[config.mk]
export PLATFORM = sky130hd
export DESIGN_NAME = even_parity_serial_rx_flat
export DESIGN_NICKNAME = d
export VERILOG_FILES = /design/src/rtl/even_parity_serial_rx_if.sv /design/src/rtl/even_parity_serial_rx.sv /design/src/flat_wrapper.sv
export SDC_FILE = /design/constraint.sdc
export NUM_CORES = 1
export LEC_CHECK = 0
export CAP_MARGIN = 0
export CORE_UTILIZATION = 50
export CTS_CLUSTER_SIZE = 16
export DETAILED_ROUTE_END_ITERATION = 8
export PLACE_DENSITY = 0.85
export SLEW_MARGIN = 0
export SYNTH_ARGS = -nofsm -noshare
export SYNTH_HDL_FRONTEND = slang
export SYNTH_SLANG_ARGS = --single-unit
[constraint.sdc]
create_clock -name clk -period 1.65 [get_ports clk]
set_input_delay 0.33 -clock clk [delete_from_list [all_inputs] [get_ports clk]]
set_output_delay 0.33 -clock clk [all_outputs]
set_load 0.01 [all_outputs]
[src/rtl/even_parity_serial_rx_if.sv]
// Bundle between the serial line/strobe source and the frame receiver,
// including the word-delivery outputs seen by the consumer.
interface even_parity_serial_rx_if #(
  parameter int DATA_W = 8
);
  logic              bit_en;
  logic              rx_in;
  logic [DATA_W-1:0] data_out;
  logic              data_valid;
  logic              parity_err;
  logic              frame_err;
  logic              busy;

  // Handshake: data_valid is a one-cycle pulse with no ready/backpressure.
  // data_out, parity_err and frame_err are stable from that pulse until the next one.
  modport master (
    output bit_en, rx_in,
    input  data_out, data_valid, parity_err, frame_err, busy
  );

  modport slave (
    input  bit_en, rx_in,
    output data_out, data_valid, parity_err, frame_err, busy
  );
endinterface

[src/rtl/even_parity_serial_rx.sv]
// Even-parity serial frame receiver: start(0), DATA_W data bits LSB first,
// parity, stop(1). Advances only on bit_en strobes; all outputs registered.
module even_parity_serial_rx #(
  parameter int DATA_W = 8
) (
  input  logic                         clk,
  input  logic                         rst,
  even_parity_serial_rx_if.slave       rx_if,
  output logic [1:0]                   state_dbg_o
);
  localparam int CNT_W = (DATA_W > 2) ? $clog2(DATA_W) : 1;
  localparam logic [CNT_W-1:0] CNT_MAX = CNT_W'(DATA_W - 1);

  typedef enum logic [1:0] {
    IDLE   = 2'd0,
    DATA   = 2'd1,
    PARITY = 2'd2,
    STOP   = 2'd3
  } state_e;

  state_e            state_q, state_d;
  logic [CNT_W-1:0]  cnt_q, cnt_d;
  logic [DATA_W-1:0] sreg_q, sreg_d;
  logic              acc_q, acc_d;
  logic [DATA_W-1:0] data_q, data_d;
  logic              valid_q, valid_d;
  logic              perr_q, perr_d;
  logic              ferr_q, ferr_d;
  logic              busy_q, busy_d;

  always_ff @(posedge clk) begin
    if (rst) begin
      state_q <= IDLE;
      cnt_q   <= '0;
      sreg_q  <= '0;
      acc_q   <= 1'b0;
      data_q  <= '0;
      valid_q <= 1'b0;
      perr_q  <= 1'b0;
      ferr_q  <= 1'b0;
      busy_q  <= 1'b0;
    end else begin
      state_q <= state_d;
      cnt_q   <= cnt_d;
      sreg_q  <= sreg_d;
      acc_q   <= acc_d;
      data_q  <= data_d;
      valid_q <= valid_d;
      perr_q  <= perr_d;
      ferr_q  <= ferr_d;
      busy_q  <= busy_d;
    end
  end

  always_comb begin
    state_d = state_q;
    cnt_d   = cnt_q;
    sreg_d  = sreg_q;
    acc_d   = acc_q;
    data_d  = data_q;
    valid_d = 1'b0;
    perr_d  = perr_q;
    ferr_d  = ferr_q;
    if (rx_if.bit_en) begin
      unique case (state_q)
        IDLE: begin
          // No glitch filtering: any low sample while idle is a start bit.
          if (!rx_if.rx_in) begin
            state_d = DATA;
            cnt_d   = '0;
            acc_d   = 1'b0;
          end
        end
        DATA: begin
          sreg_d = {rx_if.rx_in, sreg_q[DATA_W-1:1]};
          acc_d  = acc_q ^ rx_if.rx_in;
          cnt_d  = cnt_q + 1'b1;
          if (cnt_q == CNT_MAX) state_d = PARITY;
        end
        PARITY: begin
          acc_d   = acc_q ^ rx_if.rx_in;
          state_d = STOP;
        end
        STOP: begin
          data_d  = sreg_q;
          perr_d  = acc_q;
          ferr_d  = ~rx_if.rx_in;
          valid_d = 1'b1;
          state_d = IDLE;
        end
        default: state_d = IDLE;
      endcase
    end
    busy_d = (state_d != IDLE);
  end

  assign rx_if.data_out   = data_q;
  assign rx_if.data_valid = valid_q;
  assign rx_if.parity_err = perr_q;
  assign rx_if.frame_err  = ferr_q;
  assign rx_if.busy       = busy_q;
  assign state_dbg_o      = state_q;
endmodule

[src/flat_wrapper.sv]
// flat-port wrapper written by rule: the top's interface ports become plain ports
module even_parity_serial_rx_flat 
#(
  parameter int DATA_W = 8
)
  (clk, rst, state_dbg_o, rx_if_bit_en, rx_if_rx_in, rx_if_data_out, rx_if_data_valid, rx_if_parity_err, rx_if_frame_err, rx_if_busy);
  even_parity_serial_rx_if #(.DATA_W(DATA_W)) rx_if_i ();
  input  logic clk;
  input  logic rst;
  output logic [1:0] state_dbg_o;
  input wire logic [$bits(rx_if_i.bit_en)-1:0] rx_if_bit_en;
  input wire logic [$bits(rx_if_i.rx_in)-1:0] rx_if_rx_in;
  output wire logic [$bits(rx_if_i.data_out)-1:0] rx_if_data_out;
  output wire logic [$bits(rx_if_i.data_valid)-1:0] rx_if_data_valid;
  output wire logic [$bits(rx_if_i.parity_err)-1:0] rx_if_parity_err;
  output wire logic [$bits(rx_if_i.frame_err)-1:0] rx_if_frame_err;
  output wire logic [$bits(rx_if_i.busy)-1:0] rx_if_busy;
  assign rx_if_i.bit_en = rx_if_bit_en;
  assign rx_if_i.rx_in = rx_if_rx_in;
  assign rx_if_data_out = rx_if_i.data_out;
  assign rx_if_data_valid = rx_if_i.data_valid;
  assign rx_if_parity_err = rx_if_i.parity_err;
  assign rx_if_frame_err = rx_if_i.frame_err;
  assign rx_if_busy = rx_if_i.busy;
  even_parity_serial_rx #(.DATA_W(DATA_W)) u_core (.clk(clk), .rst(rst), .rx_if(rx_if_i), .state_dbg_o(state_dbg_o));
endmodule
== Yosys cells after proc, flatten, opt, wreduce, memory -nomap -nowiden ==
Cells that the tools add are included.
Widths: inputs -> output; s select.
Operators by class
  divide/modulo/power cells: 0
  add/subtract/negate cells: 1
  multipliers: 0
  shift-type cells: 0
  mux-type cells: 9
  order comparisons: 0
  eq/ne operators: 5
  reduce and logical (&&, ||, !) cells: 10
  bitwise logic cells: 3
Operators with widths (count)
  $pmux 2 s4: 1
  $mux 2: 3
  $pmux 3 s2: 1
  $reduce_and 3->1: 2
  $reduce_bool 2->1: 3
  $eq 2x2->1 const B: 2
  $reduce_and 2->1: 2
  $reduce_or 2->1: 2
  $add 3x1->3 const B: 1
  $eq 3x3->1 const B: 1
  $mux 3: 1
  $eq 2x1->1 const B: 1
  $logic_not 2->1: 1
  $mux 1: 2
  $ne 2x2->1 const B: 1
  $not 1->1: 2
  $pmux 1 s2: 1
  $xor 1x1->1: 1
Word-level totals
  logic and storage cells: 37
  output and inout bits: 14
  register bits after elaboration: 26
  memories kept: 0
  latch bits: 0
  ROM bits: 0
  bits in writable memories: 0

== Logic depth before layout (Yosys ltp) ==
Gate-level depths: netlist of run 1.
  word-level depth: 5
  depth in mapped cells: 6

== Worst setup path after synthesis of run 1 ==
OpenSTA, ideal clock, no wires.
  kind: register to register
  from: reg u_core.state_q[0], in the netlist u_core.state_dbg_o[0]
  to: reg u_core.busy_q, in the netlist u_core.rx_if.busy
  buffers on the path: 0
  setup time: 128 ps
  clock period less this slack: 1444 ps
  required time: 1522 ps
  setup slack: 206 ps
  arrival time: 1316 ps
  stages on the path, launching flop included: 6
  cell sequence: dfxtp_1 > inv_1 > ha_1 > o32a_1 > a31oi_1 > a21oi_1
On the way
  cells in the longest elaborated chain, start to end: 4
  elaborated cells on any way between the ends: 9
  those cells by class: 3 x eq/ne; 4 x mux; 2 x reduce/logical
RTL lines
  start: declaration: line even_parity_serial_rx.sv:21  | state_e state_q, state_d;
  start signal: assignment: line even_parity_serial_rx.sv:43  | state_q <= state_d;
  $eq 2x2->1, or another cell as far along: line even_parity_serial_rx.sv:65  | unique case (state_q)
  $pmux 2 s4: line even_parity_serial_rx.sv:65
  $mux 2 *: line even_parity_serial_rx.sv:64  | if (rx_if.bit_en) begin
  $reduce_bool 2->1 *: line even_parity_serial_rx.sv:94  | busy_d = (state_d != IDLE);
  end signal: assignment: line even_parity_serial_rx.sv:51  | busy_q <= busy_d;
  end: declaration: line even_parity_serial_rx.sv:29  | logic busy_q, busy_d;
Mark *: on every way between the ends. The rest lies on a longest branch, timed or not.
A chain may end at the register's enable or synchronous reset.

== Worst setup path after layout of run 1 ==
  from: reg u_core.state_q[0], in the netlist u_core.state_dbg_o[0]
  to: out state_dbg_o[0]
RTL lines
  end: declaration: line flat_wrapper.sv:10  | output logic [1:0] state_dbg_o;
No word-level cell between the ends.

==> results of run 1 <==
-- worst paths after layout --
check	slack [ns]	to	start	cells after the start
min reg2reg	0.46	u_core.rx_if.data_out[0]	u_core.rx_if.data_out[0]	2
max	0.06	state_dbg_o[0]	u_core.state_dbg_o[0]	1
max reg2reg	0.23	u_core.rx_if.busy	u_core.state_dbg_o[0]	5
min	0.46	u_core.rx_if.data_out[0]	u_core.rx_if.data_out[0]	2
-- power groups by stage --
stage / Sequential [uW] / Combinational, uW / Clock [uW]
2_1_floorplan: 658 / 61.4 / 0
3_3_place_gp: 657 / 99.3 / 0
6_report: 644 / 107 / 262
3_5_place_dp: 657 / 101 / 0
4_1_cts: 644 / 102 / 263
5_1_grt: 645 / 118 / 284
-- final cells by class --
cell class | count | area, sq um | share of cell area (%)
repair buffers | 27 | 245 | 18.6
well taps | 27 | 33.8 | 2.56
multi-input cells | 89 | 479 | 36.3
inverters | 4 | 15.0 | 1.14
flip-flops and latches | 26 | 523 | 39.7
clock buffers | 3 | 22.5 | 1.71
-- cells in the final DEF, fill, tap and decap left out --
| cell type | instances |
|---|---|
| nor3_1 | 1 |
| dfxtp_1 | 24 |
| nand2_1 | 31 |
| ha_1 | 5 |
| a31oi_1 | 1 |
| o21ai_1 | 1 |
| o22ai_1 | 1 |
| clkdlybuf4s50_1 | 17 |
| a21boi_2 | 1 |
| mux2i_1 | 2 |
| nor2_1 | 9 |
| a21oi_1 | 21 |
| buf_4 | 10 |
| inv_2 | 1 |
| dfxtp_2 | 2 |
| ha_2 | 1 |
| clkbuf_4 | 3 |
| and2_1 | 1 |
| a32oi_1 | 1 |
| o32a_1 | 1 |
| a22oi_1 | 1 |
| inv_1 | 3 |
| nand3b_1 | 2 |
| o21ai_0 | 1 |
| nand3_1 | 8 |
-- registers in the layout, summed over array words and instances, names as in the netlist --
signal / flops
u_core.rx_if.data_valid: 1
u_core.rx_if.busy: 1
u_core.acc_q: 1
u_core.cnt_q: 3
u_core.state_dbg_o: 2
u_core.rx_if.data_out: 8
u_core.rx_if.parity_err: 1
u_core.rx_if.frame_err: 1
u_core.sreg_q: 8
-- through the flow --
| step | hold WS [ns] | util, % |
|---|---|---|
| 6_report | 0.461 | 67.2 |
| 5_1_grt | 0.483 | 67.2 |
| 4_1_cts | 0.464 | 66.6 |
| 3_5_place_dp | 0.446 | 65.4 |
| 3_3_place_gp | 0.443 | 65.4 |
| 2_1_floorplan | 0.432 | - |
-- Yosys cell counts (all sizes together) --
cell and number:
nand2 31, dfxtp 26, a21oi 21, nor2 9
nand3 8, buf 7, ha 6, inv 4
mux2i 2, nand3b 2, o21ai 2, a21boi 1
a22oi 1, a31oi 1, a32oi 1, and2 1
clkbuf 1, nor3 1, o22ai 1, o32a 1
-- kinds of logic (layout without fill, tap and decap cells) --
group	after synthesis	after routing	synth area share, %
simple gates	52	52	20.6
compound gates	29	29	15.7
mux	2	2	1.91
fa+ha+maj	6	6	7.15
buf+inv	12	34	5.00
flops	26	26	49.6
-- layer usage --
layer  track usage, %  wire (um)  vias up
met1             26.7        898      440
met3             3.40         72        6
li1                 -          -      469
met5                0          0        -
met2             36.5       1060       24
met4             12.2         58        0
-- repair_timing --
action                     4_1_cts  5_1_grt
buffers inserted                 0        1
pin swaps                        0        1
resized for setup                1        2
setup endpoints to repair        1        3
==> reports/results.tsv, run 1 <==
metric	value	unit
Rows	16	
Largest stage delay, worst path	0.54	ns
Final HPWL DP	1.54	mm
sequential fraction of the synthesis area	49.6	%
Yosys reg bits	26	
Final #Nets	161	
Clk Latency, worst-skew pair	0.31	ns
final worst slack	0.0643	ns
hold-fix buffer count after cts	0	
part of the power in registers	63.6	%
synth warn	0	
VDD IR max	0.000609	V
DR vias	939	
DRT antenna net count	0	
Worst EP arrival	1.26	ns
WL/cell	11.8	um
Avg Cell Area, Syn	8.27	sq um
placed insts	172	
DRT Pass-1 Iters	4	
Yosys top cell by area	dfxtp_1	
Setup Skew	0.00371	ns
status	finished, final reports clean	
Fin Setup TNS	0	ns
relative slew slack	83.0	%
post-synthesis instance total	127	
Mapped Area	1050	sq um
clock buffer depth	2	
clock network power share	25.9	%
Internal	771	uW
Clock transition at path regs	0.13	ns
vias per cell	5.34	
gpl congestion	0.774	
Sink Count	26	
CP Cell Sequence	clkdlybuf4s50_1	
htree depth	1	
CP max stage cell	clkdlybuf4s50_1	
initial antenna violation count	0	
IO Count	18	
final setup fails	0	
layout cells sized above 1	12.1	%
syn nets	137	
Placed Instance Area	1280	sq um
dpl ws	0.0222	ns
Die Area	2290	sq um
post-synth cell types	24	
Die Wd	47.8	um
PD cells	768	nW/um^2
vias in the first global route	815	
top-area cell type share of the netlist area	49.6	%
final worst path period need	1.59	ns
leakage	0.000486	uW
first-pass GRT wire length	3.42	mm
CTS tree	done	
Sw Pwr	242	uW
Worst Max-Slew Pin Slew	0.254	ns
DR DRC count	0	
nature of the critical path endpoint	output pin	
TritonCTS Buffers	3	
filler instances	187	
Final Instance Area	1320	sq um
Die H	47.8	um
combinational power share	10.6	%
Max-cap violations	0	
root buf cell	clkbuf_4	
largest net degree at the start of global routing	27	
CP required	1.32	ns
Total Routing Usage GR	21.9	%
Starting DRT DRC Count	10	
Hold WC Path Type	flop to flop	
IO buf count	17	
Initial Util	53.5	%
Final Max Slew Viols	0	
RSZ-0062 raised after global routing	no	
switching part of the total power	23.9	%
area grow syn2layout	25.6	%
CP top delay family	buffers and inverters	
wirelength, routed	2.08	mm
final hold violation count	0	
Post-Layout Cell Count	176	
period utilization	96.1	%
WP buf/inv	1	
upper clock frequency limit	631	MHz
critical path launch point type	flop	
Core Footprint	1960	sq um
ANT cells	0	
Remaining Overflow, GRT	0	
critical path type	flop to output pin	
Design Power	1010	uW
ranking of synthesized cells by area	dfxtp_1 50%, nand2_1 11%, a21oi_1 10%, ha_1 7.2%, nand3_1 3.8%	
critical path peak fanout	6	
(Power assumes the default switching activity.)
==> run 2: changes to the inputs <==
Settings changed: GPL_TIMING_DRIVEN set to 0.
==> run 2 against run 1 <==
Compared with the run above:
- first-iteration DRC count up 80%
- clock skew is 0.0041 ns higher
- global-route usage decreased by 1.6 points
- worst setup slack lost 0.0031 ns
- fmax decreased by 0.19%
- non-clock buffer count decreased by 2
- sequential power is essentially flat
- sequential share of layout area increased by 0.36 points
- critical endpoint unchanged
- die area unchanged
- via count down 1.3%
- combinational power about the same
- routed wire length grew 3.3%
==> reports/results.tsv, run 2 (same netlist as run 1, synthesis figures left out) <==
metric	value	unit
status	finished, final reports clean	
layout cells sized above 1	9.46	%
gpl congestion	0.792	
htree depth	1	
Final HPWL DP	1.54	mm
final setup fails	0	
critical path peak fanout	6	
Die H	47.8	um
Sink Count	26	
final worst path period need	1.59	ns
root buf cell	clkbuf_4	
DRT antenna net count	0	
clock buffer depth	2	
Max-cap violations	0	
area of the multi-input gates	477	sq um
Final Max Slew Viols	0	
Largest stage delay, worst path	0.55	ns
final core utilization	66.5	%
IO Count	18	
Post-Layout Cell Count	175	
Hold WC Path Type	primary input to flop	
Total Routing Usage GR	20.3	%
IO buf count	15	
critical path type	flop to output pin	
period utilization	96.3	%
PD cells	900	nW/um^2
register-to-register setup slack	0.12	ns
Rows	16	
upper clock frequency limit	629	MHz
Worst EP arrival	1.26	ns
CP max stage cell	clkdlybuf4s50_1	
first-pass GRT wire length	3.24	mm
Hold Crit Start	rst	
VDD IR max	0.000524	V
vias per cell	5.30	
most frequent cells in the layout	31 x nand2_1, 25 x dfxtp_1, 21 x a21oi_1	
ANT cells	0	
r2r endpoint	u_core.cnt_q[2]	
CP top delay family	buffers and inverters	
wirelength, routed	2.15	mm
Worst R2R Path Depth	6	
Fin Setup TNS	0	ns
CP Cell Sequence	clkdlybuf4s50_1	
Die Wd	47.8	um
largest net degree at the start of global routing	16	
DR vias	927	
DR DRC count	0	
CTS tree	done	
critical path launch point type	flop	
Clk Latency, worst-skew pair	0.31	ns
filler instances	178	
WL/cell	12.3	um
FF/Latch Area	522	sq um
final hold violation count	0	
Clock transition at path regs	0.14	ns
area grow syn2layout	24.2	%
relative slew slack	70.5	%
Setup Skew	0.00780	ns
initial antenna violation count	0	
DRT Pass-1 Iters	4	
reg2reg start	u_core.state_dbg_o[1]	
vias in the first global route	764	
hold path depth	2	
first element of the critical path	u_core.state_dbg_o[0]	
Initial Util	53.5	%
commonest non-fill, non-tap cell in the layout	nand2_1	
hold endpoint	u_core.sreg_q[0]	
TritonCTS Buffers	3	
Die Area	2290	sq um
Core Footprint	1960	sq um
dpl ws	0.0269	ns
Worst Max-Slew Pin Slew	0.443	ns
Remaining Overflow, GRT	0	
final worst slack	0.0613	ns
RSZ-0062 raised after global routing	no	
Starting DRT DRC Count	18	
WP buf/inv	1	
Design Power	1170	uW
Final #Nets	159	
leakage	0.000480	uW
nature of the critical path endpoint	output pin	
placed insts	169	
CP required	1.32	ns
==> run 2: layout make-up <==
type	instances	area share, %
Tap cell	27	2.59
Clock buffer	3	1.73
Sequential cell	26	40.0
Multi-Input combinational cell	89	36.6
Clock inverter	1	2.30
Buffer	8	2.98
Inverter	4	1.15
Timing Repair Buffer	17	12.7
==> run 2: worst max-delay path by stage <==
stage	endpoint	slack, ns	cells past startpoint
2_1_floorplan	u_core.rx_if.busy	0.21	5
3_3_place_gp	u_core.rx_if.busy	0.04	5
3_5_place_dp	u_core.rx_if.busy	0.03	5
4_1_cts	state_dbg_o[1]	0.04	1
5_1_grt	state_dbg_o[1]	0.005	1
6_report	state_dbg_o[0]	0.06	1
==> run 2: per-stage QoR <==
stage	hold slack [ns]	area [sq um]
2_1_floorplan	0.432	1050
3_3_place_gp	0.442	1230
3_5_place_dp	0.445	1230
4_1_cts	0.363	1290
5_1_grt	0.414	1300
6_report	0.387	1300
==> run 2: power by group <==
part	leakage [uW]	internal [uW]	switching [uW]
combinational	0.000241	41.8	61.9
clock	0.0000279	246	180
sequential	0.000210	637	7.07
total	0.000480	924	249
==> run 2: repair_timing <==
| item | CTS | global route |
|---|---|---|
| endpoints found under the setup margin | 1 | 3 |
| pin swaps | 0 | 1 |
| hold buffers | 0 | 0 |
| gates resized for setup | 1 | 1 |
| buffers inserted | 0 | 2 |
==> run 2: per-layer routing <==
metal,up-vias,wire (um),GRT usage [%]
li1,466,-,-
met1,431,927,24.5
met2,28,1110,36.5
met3,2,100,2.26
met4,0,13,7.78
met5,-,0,0
==> run 3: changes to the inputs <==
Settings changed: SKIP_CTS_REPAIR_TIMING set to 1.
==> results of run 3 <==
Same layout as run 2: the final DEF is identical, and so are final timing and power.
